## src/rtl/channel_arbiter.sv

```systemverilog
// channel_arbiter: shares one NBITS_DATA-wide display channel between two
// requesters (A and B). A Moore FSM grants one requester at a time, bounds
// the hold time to HOLD_MAX cycles while the other side is waiting, and
// counts grant entries per requester.
// Optional feature macro: CHANNEL_ARB_RR_EN
//   defined   -> a tie in IDLE goes to the requester that was not served last
//   undefined -> a tie in IDLE always goes to A
module channel_arbiter #(
   parameter int NBITS_DATA = 2,
   parameter int HOLD_MAX   = 4,
   parameter int NBITS_CNT  = 8
) (
   input  logic                  clk_2,
   input  logic                  rst_n,
   input  logic                  req_a,
   input  logic [NBITS_DATA-1:0] data_a,
   input  logic                  req_b,
   input  logic [NBITS_DATA-1:0] data_b,
   output logic                  gnt_a,
   output logic                  gnt_b,
   output logic                  ch_valid,
   output logic                  ch_src,
   output logic [NBITS_DATA-1:0] ch_data,
   output logic [NBITS_CNT-1:0]  cnt_a,
   output logic [NBITS_CNT-1:0]  cnt_b
);

   localparam int HOLD_W = $clog2(HOLD_MAX + 1);

   typedef enum logic [1:0] {
      IDLE    = 2'd0,
      GRANT_A = 2'd1,
      GRANT_B = 2'd2
   } state_t;

   state_t              state_reg, state_next;
   logic                last_reg, last_next;        // 0 = A served last, 1 = B
   logic [HOLD_W-1:0]   hold_cnt_reg, hold_cnt_next;
   logic                hold_done;
   logic                tie_to_a;
   logic [1:0]          entry;                      // [0] = entering A, [1] = entering B

   assign hold_done = (hold_cnt_reg == HOLD_W'(HOLD_MAX));

`ifdef CHANNEL_ARB_RR_EN
   // Round-robin: B served last (or reset) means A wins the tie.
   assign tie_to_a = last_reg;
`else
   // Fixed priority: A always wins an idle tie.
   assign tie_to_a = 1'b1;
`endif

   assign entry[0] = (state_next == GRANT_A) && (state_reg != GRANT_A);
   assign entry[1] = (state_next == GRANT_B) && (state_reg != GRANT_B);

   // State, last-served pointer and hold counter registers
   always_ff @(posedge clk_2 or negedge rst_n) begin
      if (!rst_n) begin
         state_reg    <= IDLE;
         last_reg     <= 1'b1;
         hold_cnt_reg <= '0;
      end else begin
         state_reg    <= state_next;
         last_reg     <= last_next;
         hold_cnt_reg <= hold_cnt_next;
      end
   end

   // Next-state decision: handoff on release, preemption at hold limit
   always_comb begin
      state_next = state_reg;
      case (state_reg)
         IDLE: begin
            if (req_a && req_b)
               state_next = tie_to_a ? GRANT_A : GRANT_B;
            else if (req_a)
               state_next = GRANT_A;
            else if (req_b)
               state_next = GRANT_B;
         end
         GRANT_A: begin
            if (!req_a)
               state_next = req_b ? GRANT_B : IDLE;
            else if (req_b && hold_done)
               state_next = GRANT_B;
         end
         GRANT_B: begin
            if (!req_b)
               state_next = req_a ? GRANT_A : IDLE;
            else if (req_a && hold_done)
               state_next = GRANT_A;
         end
         default: state_next = IDLE;
      endcase
   end

   // Hold counter and last-served bookkeeping for the upcoming state
   always_comb begin
      hold_cnt_next = hold_cnt_reg;
      last_next     = last_reg;
      if (state_next == IDLE)
         hold_cnt_next = '0;
      else if (entry != 2'b00)
         hold_cnt_next = HOLD_W'(1);
      else if (!hold_done)
         hold_cnt_next = hold_cnt_reg + HOLD_W'(1);
      if (entry[0])
         last_next = 1'b0;
      else if (entry[1])
         last_next = 1'b1;
   end

   // Per-requester grant counters, bumped on every grant entry, wrapping
   for (genvar gi = 0; gi < 2; gi++) begin : g_cnt
      logic [NBITS_CNT-1:0] cnt_reg;
      // Count entries into this requester's grant state
      always_ff @(posedge clk_2 or negedge rst_n) begin
         if (!rst_n)
            cnt_reg <= '0;
         else if (entry[gi])
            cnt_reg <= cnt_reg + NBITS_CNT'(1);
      end
   end

   assign cnt_a = g_cnt[0].cnt_reg;
   assign cnt_b = g_cnt[1].cnt_reg;

   // Moore grant decode and unregistered channel data mux
   always_comb begin
      gnt_a    = (state_reg == GRANT_A);
      gnt_b    = (state_reg == GRANT_B);
      ch_valid = gnt_a | gnt_b;
      ch_src   = gnt_b;
      ch_data  = '0;
      if (gnt_a)
         ch_data = data_a;
      else if (gnt_b)
         ch_data = data_b;
   end

endmodule

```

## config.mk

```make
export PLATFORM = sky130hd
export DESIGN_NAME = channel_arbiter
export DESIGN_NICKNAME = d
export VERILOG_FILES = /design/src/rtl/channel_arbiter.sv
export SDC_FILE = /design/constraint.sdc
export NUM_CORES = 1
export LEC_CHECK = 0
export BUFFER_PORTS_ARGS = -buffer_cell sky130_fd_sc_hd__buf_4
export CAP_MARGIN = 20
export CORE_MARGIN = 2
export CORE_UTILIZATION = 46
export CTS_CLUSTER_SIZE = 20
export DETAILED_ROUTE_END_ITERATION = 10
export HOLD_SLACK_MARGIN = 0.02
export MAX_ROUTING_LAYER = met4
export PLACE_DENSITY = 0.85
export SETUP_SLACK_MARGIN = 0.05
export SYNTH_ARGS = -nofsm -noshare
export SYNTH_HDL_FRONTEND = slang
export SYNTH_SLANG_ARGS = --single-unit
```

## constraint.sdc

```tcl
create_clock -name clk_2 -period 2.07 [get_ports clk_2]
set_input_delay 0.1035 -clock clk_2 [delete_from_list [all_inputs] [get_ports clk_2]]
set_output_delay 0.1035 -clock clk_2 [all_outputs]
set_load 0.01 [all_outputs]
```

Yosys cells after proc, flatten, opt, wreduce, memory -nomap -nowiden
Cells that the tools add are included.
{"block": "classes", "n_eq_ne": 8, "reduce_logical": 8, "n_addsub": 3, "bitwise_logic": 1, "muxes": 15}
{"operator": "2-to-1 mux 2 bit", "n": 10}
{"operator": "adder 8 x 1 -> 8 bit, second input constant", "n": 2}
{"operator": "2-to-1 mux 3 bit", "n": 3}
{"operator": "one-hot mux 2 bit (3 select lines)", "n": 1}
{"operator": "logical AND 1 bit", "n": 5}
{"operator": "equality test 2 x 1 -> 1 bit, second input constant", "n": 2}
{"operator": "equality test 2 bit, second input constant", "n": 2}
{"operator": "zero test 2 bit", "n": 2}
{"operator": "adder 3 x 1 -> 3 bit, second input constant", "n": 1}
{"operator": "equality test 3 bit, second input constant", "n": 1}
{"operator": "inequality test 3 x 1 -> 1 bit, second input constant", "n": 1}
{"operator": "inequality test 2 x 1 -> 1 bit, second input constant", "n": 1}
{"operator": "inequality test 2 bit, second input constant", "n": 1}
{"operator": "nonzero test 2 bit", "n": 1}
{"operator": "2-to-1 mux 1 bit", "n": 1}
{"operator": "bitwise OR 1 bit", "n": 1}
{"block": "word_totals", "output_inout_bits": 22, "input_bits": 8, "reg_bits": 21, "wordCells": 39}

Depth between registers and ports, before layout
Gate-level depths: netlist of the first run.
{"block": "depth", "ltp_word": 10, "mapped_depth": 10, "ltp_nobuf": 8}

Worst setup path before layout of the first run
Ideal clock, no wire load.
{"block": "synth_timing", "kind": "register to register", "startpoint": "register state_reg[1]", "endpoint": "register g_cnt[0].cnt_reg[7] (netlist: cnt_a[7])", "arrival_time_ps": 2253, "path_slack_ps": -262, "synth_period_minus_slack_ps": 2332, "path_stages_with_launch": 11, "cell_sequence": "dfrtp_1 > inv_1 > ha_1 > buf_2 > a21oi_1 > o2bb2ai_2 > a21oi_2 > or4_4 > buf_6 > nor4_4 > xor2_1"}
{"element": "from (decl)", "line": "36", "rtl": "state_t state_reg, state_next;"}
{"element": "from (signal assigned)", "line": "63", "rtl": "state_reg <= state_next;"}
{"element": "equality test 2 x 1 -> 1 bit"}
{"element": "named net gnt_a", "line": "19", "rtl": "output logic gnt_a,"}
{"element": "one-hot mux 2 bit (3 select lines)", "line": "72", "rtl": "case (state_reg)"}
{"element": "equality test 2 x 1 -> 1 bit", "line": "53", "rtl": "assign entry[0] = (state_next == GRANT_A) && (state_reg != GRANT_A);"}
{"element": "logical AND 1 bit", "line": "53"}
{"element": "to (signal assigned)", "line": "121", "rtl": "cnt_reg <= cnt_reg + NBITS_CNT'(1);"}
{"element": "to (decl)", "line": "115", "rtl": "logic [NBITS_CNT-1:0] cnt_reg;"}
The timed path passes the listed nets, and every way through them passes these cells.
A chain may end at the register's enable or synchronous reset.

Worst setup path after layout of the first run
{"block": "layout_timing", "startpoint": "register hold_cnt_reg[0]", "endpoint": "register hold_cnt_reg[2]"}
{"block": "layout_via", "elab_chain_len": 10}
{"element": "from (decl)", "line": "38", "rtl": "logic [HOLD_W-1:0] hold_cnt_reg, hold_cnt_next;"}
{"element": "from (signal assigned)", "line": "65", "rtl": "hold_cnt_reg <= hold_cnt_next;"}
{"element": "equality test 3 bit", "line": "43", "rtl": "assign hold_done = (hold_cnt_reg == HOLD_W'(HOLD_MAX));"}
{"element": "logical AND 1 bit (on tied branches)", "line": "90, 84"}
{"element": "2-to-1 mux 2 bit (on tied branches)", "line": "90, 84"}
{"element": "2-to-1 mux 2 bit (on tied branches)", "line": "88, 82"}
{"element": "one-hot mux 2 bit (3 select lines)", "line": "72"}
{"element": "equality test 2 x 1 -> 1 bit / equality test 2 bit (equally long branches)", "line": "53, 54"}
{"element": "logical AND 1 bit (on tied branches)", "line": "53, 54"}
{"element": "nonzero test 2 bit", "line": "103", "rtl": "else if (entry != 2'b00)"}
{"element": "2-to-1 mux 3 bit", "line": "103"}
{"element": "2-to-1 mux 3 bit", "line": "101", "rtl": "if (state_next == IDLE)"}
Parallel ways exist; a longest one is shown, timed or not. The select of a mux whose other input is x is not followed.

==> results of run 1 <==
[how the worst max path moves through the flow]
stage,endpoint,slack [ns],start
6_report,hold_cnt_reg[2]$_DFFE_PN0P_,0.03,hold_cnt_reg[0]$_DFFE_PN0P_
4_1_cts,cnt_a[7]$_DFFE_PN0P_,0.06,hold_cnt_reg[0]$_DFFE_PN0P_
3_3_place_gp,cnt_a[7]$_DFFE_PN0P_,0.005,state_reg[0]$_DFF_PN0_
2_1_floorplan,cnt_b[1]$_DFFE_PN0P_,-0.01,state_reg[1]$_DFF_PN0_
3_5_place_dp,cnt_b[1]$_DFFE_PN0P_,-0.03,hold_cnt_reg[0]$_DFFE_PN0P_
5_1_grt,hold_cnt_reg[1]$_DFFE_PN0P_,-0.07,hold_cnt_reg[0]$_DFFE_PN0P_
[synthesized netlist by cell type, drive strengths merged]
library cell / n / area [um^2]
a211o: 1 / 8.76
a21boi: 2 / 18.8
a21oi: 4 / 23.8
a221o: 1 / 11.3
a22o: 2 / 17.5
a32oi: 1 / 8.76
and2: 1 / 6.26
and3: 3 / 18.8
and3b: 1 / 8.76
buf: 3 / 23.8
dfrtp: 21 / 526
ha: 8 / 100
inv: 4 / 15.0
mux2: 1 / 11.3
nand2: 13 / 48.8
nand3: 6 / 30.0
nand3b: 1 / 7.51
nand4: 6 / 37.5
nor2: 5 / 18.8
nor2b: 2 / 12.5
nor3: 3 / 20.0
nor4: 2 / 27.5
o21ai: 3 / 15.0
o2bb2ai: 1 / 15.0
or4: 1 / 11.3
xnor2: 11 / 96.3
xor2: 4 / 35.0
[cells in the final DEF, fill, tap and decap left out, drive strengths merged]
| cell type | count |
|---|---|
| buf | 45 |
| dfrtp | 21 |
| nand2 | 13 |
| xnor2 | 11 |
| ha | 8 |
| nand4 | 6 |
| nand3 | 6 |
| nor2 | 5 |
| inv | 4 |
| xor2 | 4 |
| a21oi | 4 |
| and3 | 3 |
| clkbuf | 3 |
| o21ai | 3 |
| nor3 | 3 |
| nor2b | 2 |
| a22o | 2 |
| a21boi | 2 |
| nor4 | 2 |
| o2bb2ai | 1 |
| a32oi | 1 |
| and3b | 1 |
| a221o | 1 |
| or4 | 1 |
| nand3b | 1 |
| and2 | 1 |
| a211o | 1 |
| mux2 | 1 |
| clkinv | 1 |
| dlygate4sd3 | 1 |
[where the power goes]
| part | total [mW] | leakage (nW) | internal (mW) | switching, mW |
|---|---|---|---|---|
| registers | 0.725 | 0.270 | 0.549 | 0.176 |
| logic | 1.44 | 0.513 | 0.779 | 0.663 |
| clock network | 0.194 | 0.0177 | 0.0721 | 0.122 |
| total | 2.36 | 0.801 | 1.40 | 0.962 |
[worst max-delay path: cells and delay by family (launching register included)]
family                     cells  cell delay [ns]
DFF                            1             0.41
and+or+nand+nor                6             1.02
buffers and inverters          3             0.34
adders and majority gates      1             0.15
[per-stage QoR]
step / instances / setup TNS (ns) / setup WS [ns]
2_1_floorplan: 111 / -0.0102 / -0.0102
3_3_place_gp: 174 / 0 / 0.00454
3_5_place_dp: 174 / -0.110 / -0.0335
4_1_cts: 185 / 0 / 0.0586
5_1_grt: 188 / -0.313 / -0.0729
6_report: 188 / 0 / 0.0348
[cell type report]
| class | instances | share of cell area |
|---|---|---|
| Multi-Input combinational cell | 83 | 0.416 |
| Sequential cell | 21 | 0.316 |
| Inverter | 4 | 0.00899 |
| Clock buffer | 3 | 0.0135 |
| Clock inverter | 1 | 0.00300 |
| Timing Repair Buffer | 46 | 0.220 |
| Tap cell | 30 | 0.0225 |
[kinds of logic (layout without fill, tap and decap cells)]
family,count (synthesis),count (layout),share of synthesized area
AO/OA/AOI/OAI,15,15,0.101
AND/OR/NAND/NOR,44,44,0.211
XOR/XNOR,15,15,0.112
buffers and inverters,7,54,0.0330
flip-flops,21,21,0.448
adder cells (fa/ha/maj),8,8,0.0853
multiplexers,1,1,0.00959
[metal layers]
| layer | share of wire | GRT usage | vias to the layer above |
|---|---|---|---|
| met3 | 0.045 | 0.0246 | 6 |
| met2 | 0.51 | 0.331 | 32 |
| li1 | - | - | 482 |
| met1 | 0.43 | 0.242 | 485 |
| met4 | 0.018 | 0.108 | 0 |
| met5 | 0 | - | - |
[what timing repair did]
item,in CTS,in global routing
pin swaps,9,8
hold buffers,1,0
setup buffers,6,3
gates resized for setup,10,3
endpoints found under the hold margin,21,0
cloned,0,0
setup endpoints to repair,12,12
==> flow_summary.json, run 1 <==
{
  "clock-sinks": 21,
  "tightestPinTransition_ns": 0.263,
  "numCtsBuffers": 3,
  "dr.first_iter.drc_count": 2,
  "cp.required_ns": 2.27,
  "irDropWorstVdd_mv": 0.895,
  "power_density_nw_per_um2": 1410,
  "die_w_um": 54.5,
  "grt_max_degree": 22,
  "post_drt_wl_per_cell_um": 14.2,
  "final_area_um2": 1670,
  "crit_fanout": 4,
  "drtPass1Iterations": 4,
  "portBuffers": 29,
  "area_growth_pct": 42.3,
  "initial_core_util": 0.478,
  "syn_area_per_cell_um2": 10.6,
  "layout-drive-gt1-share": 0.456,
  "fillCellCount": 178,
  "fin_util": 0.680,
  "slew_viol_final": 0,
  "synth_area_um2": 1170,
  "hold_violations": 0,
  "critPathCaptureType": "register",
  "seq_area_frac_synth": 0.448,
  "io_pins": 30,
  "grt_use_total": 0.202,
  "startpoint_type": "register",
  "slew_headroom": 0.825,
  "r2r_start": "hold_cnt_reg[0]$_DFFE_PN0P_",
  "max_cap_violations": 0,
  "cts_root_buffer": "clkbuf_4",
  "cp_common_cell": "buf_6",
  "leakage_nw": 0.801,
  "clock_path_buffers": 2,
  "fmax_mhz": 491,
  "clk_pin_slew_ns": 0.12,
  "fin_crit_ns": 2.04,
  "via_count": 1005,
  "crit_slowest_cell": "or4_4",
  "core_area_um2": 2450,
  "r2r_cells": 10,
  "cts_max_level": 1,
  "via_per_inst": 5.35,
  "antenna_cells": 0,
  "r2r-end": "hold_cnt_reg[2]$_DFFE_PN0P_",
  "whs_ns": 0.221,
  "finalSetupViolations": 0,
  "dieArea_um2": 2970,
  "ff_latch_area_um2": 528,
  "rrSetupSlack_ns": 0.03,
  "final_antenna_net_count": 0,
  "slowest_delay_ns": 0.60,
  "multiInputGateArea_um2": 694,
  "placementRows": 18,
  "dpl.hpwl_um": 1770,
  "setup.worst_path.class": "register to register",
  "gp_congestion": 0.816,
  "routed_wl_um": 2680,
  "clk_latency_ns": 0.30,
  "synthDistinctLibCells": 33,
  "arrival_ns": 2.23,
  "period_share": 0.983,
  "yosys_warnings": 0,
  "grt_pass1_vias": 951,
  "skew_ns": 0.00481,
  "cts_tree": "yes",
  "status": "finished, final reports clean",
  "place_area_um2": 1500,
  "antenna_found_initial": 0,
  "die_h_um": 54.5,
  "overflow": 0,
  "syn_nets": 127,
  "path_cells": "inv_2 -> ha_4 -> buf_6 -> nand3_2 -> nand4_1 -> nand2_1 -> or4_4 -> buf_6 -> nand3b_1 -> nor3_1",
  "nets": 175,
  "route.detailed.drc": 0,
  "ys_ff_latch": 21,
  "p_total_mw": 2.36,
  "synthCells": 111,
  "grt_pass1_wl_um": 4100,
  "hold_path.class": "input port to async pin",
  "rsz0062_at_grt": "yes"
}
Note: power is estimated with default switching activity, not from simulation.
==> inputs of run 2 (changes only) <==
--- a/config.mk
+++ b/config.mk
@@ -12,7 +12,6 @@
 export CTS_CLUSTER_SIZE = 20
 export DETAILED_ROUTE_END_ITERATION = 10
 export HOLD_SLACK_MARGIN = 0.02
-export MAX_ROUTING_LAYER = met4
 export PLACE_DENSITY = 0.85
 export SETUP_SLACK_MARGIN = 0.05
 export SYNTH_ARGS = -nofsm -noshare
==> run 2 against run 1 <==
Non-clock buffer count unchanged. Final cell count did not move. Register-to-register slack is essentially flat. Utilization did not move. Largest cell class unchanged. Largest power group unchanged. Highest routed layer unchanged.
==> flow_summary.json, run 2 (synthesized netlist as in run 1, its figures left out) <==
{
  "dieArea_um2": 2970,
  "skew_ns": 0.00334,
  "place_area_um2": 1500,
  "grt_use_total": 0.196,
  "clock-sinks": 21,
  "startpoint_type": "register",
  "grt_pass1_vias": 953,
  "r2r_cells": 10,
  "dpl.hpwl_um": 1770,
  "die_h_um": 54.5,
  "clk_latency_ns": 0.30,
  "status": "finished, final reports clean",
  "hold_violations": 0,
  "via_count": 1003,
  "via_per_inst": 5.34,
  "clk_pin_slew_ns": 0.11,
  "drtPass1Iterations": 3,
  "cp.depth": 10,
  "fin_crit_ns": 2.03,
  "placementRows": 18,
  "hold_path.class": "input port to async pin",
  "dp_slack_ns": -0.0335,
  "area_growth_pct": 42.3,
  "cp_num_buf_inv": 3,
  "cts_root_buffer": "clkbuf_4",
  "power_density_nw_per_um2": 1410,
  "layout-drive-gt1-share": 0.456,
  "post_drt_wl_per_cell_um": 14.2,
  "fmax_mhz": 491,
  "worst_slack_ns": 0.0352,
  "whs_ns": 0.221,
  "antenna_cells": 0,
  "dr.first_iter.drc_count": 2,
  "rsz0062_at_grt": "yes",
  "clock_path_buffers": 2,
  "period_share": 0.983,
  "cp.required_ns": 2.27,
  "fin_util": 0.680,
  "path_delay_family": "simple AND/OR/NAND/NOR gates",
  "antenna_found_initial": 0,
  "layout_common_cells": "buf_4, dfrtp_1, nand2_1",
  "slowest_delay_ns": 0.60,
  "portBuffers": 29,
  "grt_pass1_wl_um": 4090,
  "path_cells": "inv_2 -> ha_4 -> buf_6 -> nand3_2 -> nand4_1 -> nand2_1 -> or4_4 -> buf_6 -> nand3b_1 -> nor3_1",
  "rrSetupSlack_ns": 0.04,
  "crit_slowest_cell": "or4_4",
  "critPathCaptureType": "register",
  "cts_tree": "yes",
  "cts_max_level": 1,
  "final_antenna_net_count": 0,
  "fillCellCount": 178,
  "gp_congestion": 0.805,
  "grt_max_degree": 22,
  "arrival_ns": 2.23,
  "met1Wirelength_um": 1160,
  "final_area_um2": 1670,
  "die_w_um": 54.5,
  "core_area_um2": 2450,
  "cp_common_cell": "buf_6",
  "irDropWorstVdd_mv": 0.895,
  "slew_viol_final": 0,
  "initial_core_util": 0.478,
  "crit_fanout": 4,
  "met3_length_um": 113,
  "route.detailed.drc": 0,
  "nets": 175,
  "tightestPinTransition_ns": 0.263,
  "highest_layer": "met4",
  "routed_wl_um": 2660,
  "slew_headroom": 0.824,
  "numCtsBuffers": 3,
  "leakage_nw": 0.801,
  "layout_commonest_cell": "buf_4",
  "max_cap_violations": 0,
  "io_pins": 30,
  "r2r-end": "hold_cnt_reg[2]$_DFFE_PN0P_",
  "setup.worst_path.class": "register to register",
  "r2r_start": "hold_cnt_reg[0]$_DFFE_PN0P_",
  "overflow": 0,
  "finalSetupViolations": 0,
  "met2WireLength_um": 1350
}
## run 2: cell counts in the layout (fill, tap and decap cells not counted)
Identical to the previous run, type by type.
## run 2: stage by stage
stage	setup TNS, ns	total power, mW	instances
2_1_floorplan	-0.0102	1.47	111
3_3_place_gp	0	1.84	174
3_5_place_dp	-0.110	1.89	174
4_1_cts	0	2.27	185
5_1_grt	-0.313	2.54	188
6_report	0	2.36	188
## run 2: final cells by class
class | count | area [um^2] | share of cell area
multi-input combinational | 83 | 694 | 0.416
sequential | 21 | 528 | 0.316
timing repair buffer | 46 | 368 | 0.220
tap | 30 | 37.5 | 0.0225
clock buffer | 3 | 22.5 | 0.0135
inverter | 4 | 15.0 | 0.00899
clock inverter | 1 | 5.00 | 0.00300
## run 2: layer usage
| metal | up-vias | track usage |
|---|---|---|
| li1 | 482 | - |
| met1 | 489 | 0.242 |
| met2 | 26 | 0.331 |
| met3 | 6 | 0.0246 |
| met4 | 0 | 0.108 |
| met5 | - | 0 |
## run 2: timing repair
action | CTS | global route
resized for setup | 10 | 3
buffers inserted | 6 | 3
hold buffers | 1 | 0
endpoints found under the hold margin | 21 | 0
endpoints found under the setup margin | 12 | 12
pin swaps | 9 | 8
## run 2: worst max path at each step
| stage | slack (ns) | start | endpoint |
|---|---|---|---|
| after CTS | 0.06 | hold_cnt_reg[0]$_DFFE_PN0P_ | cnt_a[7]$_DFFE_PN0P_ |
| after global placement | 0.005 | state_reg[0]$_DFF_PN0_ | cnt_a[7]$_DFFE_PN0P_ |
| after global routing | -0.07 | hold_cnt_reg[0]$_DFFE_PN0P_ | hold_cnt_reg[1]$_DFFE_PN0P_ |
| after detailed placement | -0.03 | hold_cnt_reg[0]$_DFFE_PN0P_ | cnt_b[1]$_DFFE_PN0P_ |
| final | 0.04 | hold_cnt_reg[0]$_DFFE_PN0P_ | hold_cnt_reg[2]$_DFFE_PN0P_ |
| after floorplan | -0.01 | state_reg[1]$_DFF_PN0_ | cnt_b[1]$_DFFE_PN0P_ |
## run 2: worst reg2reg max path, delay by kind of cell (launching register included)
kind	cells	cell delay (ns)
flops	1	0.41
buf+inv	3	0.35
simple gates	6	1.02
fa+ha+maj	1	0.15
## run 2: report_power, final
part           internal [mW]  switching [mW]
clock network         0.0721           0.120
logic                  0.779           0.664
registers              0.549           0.176
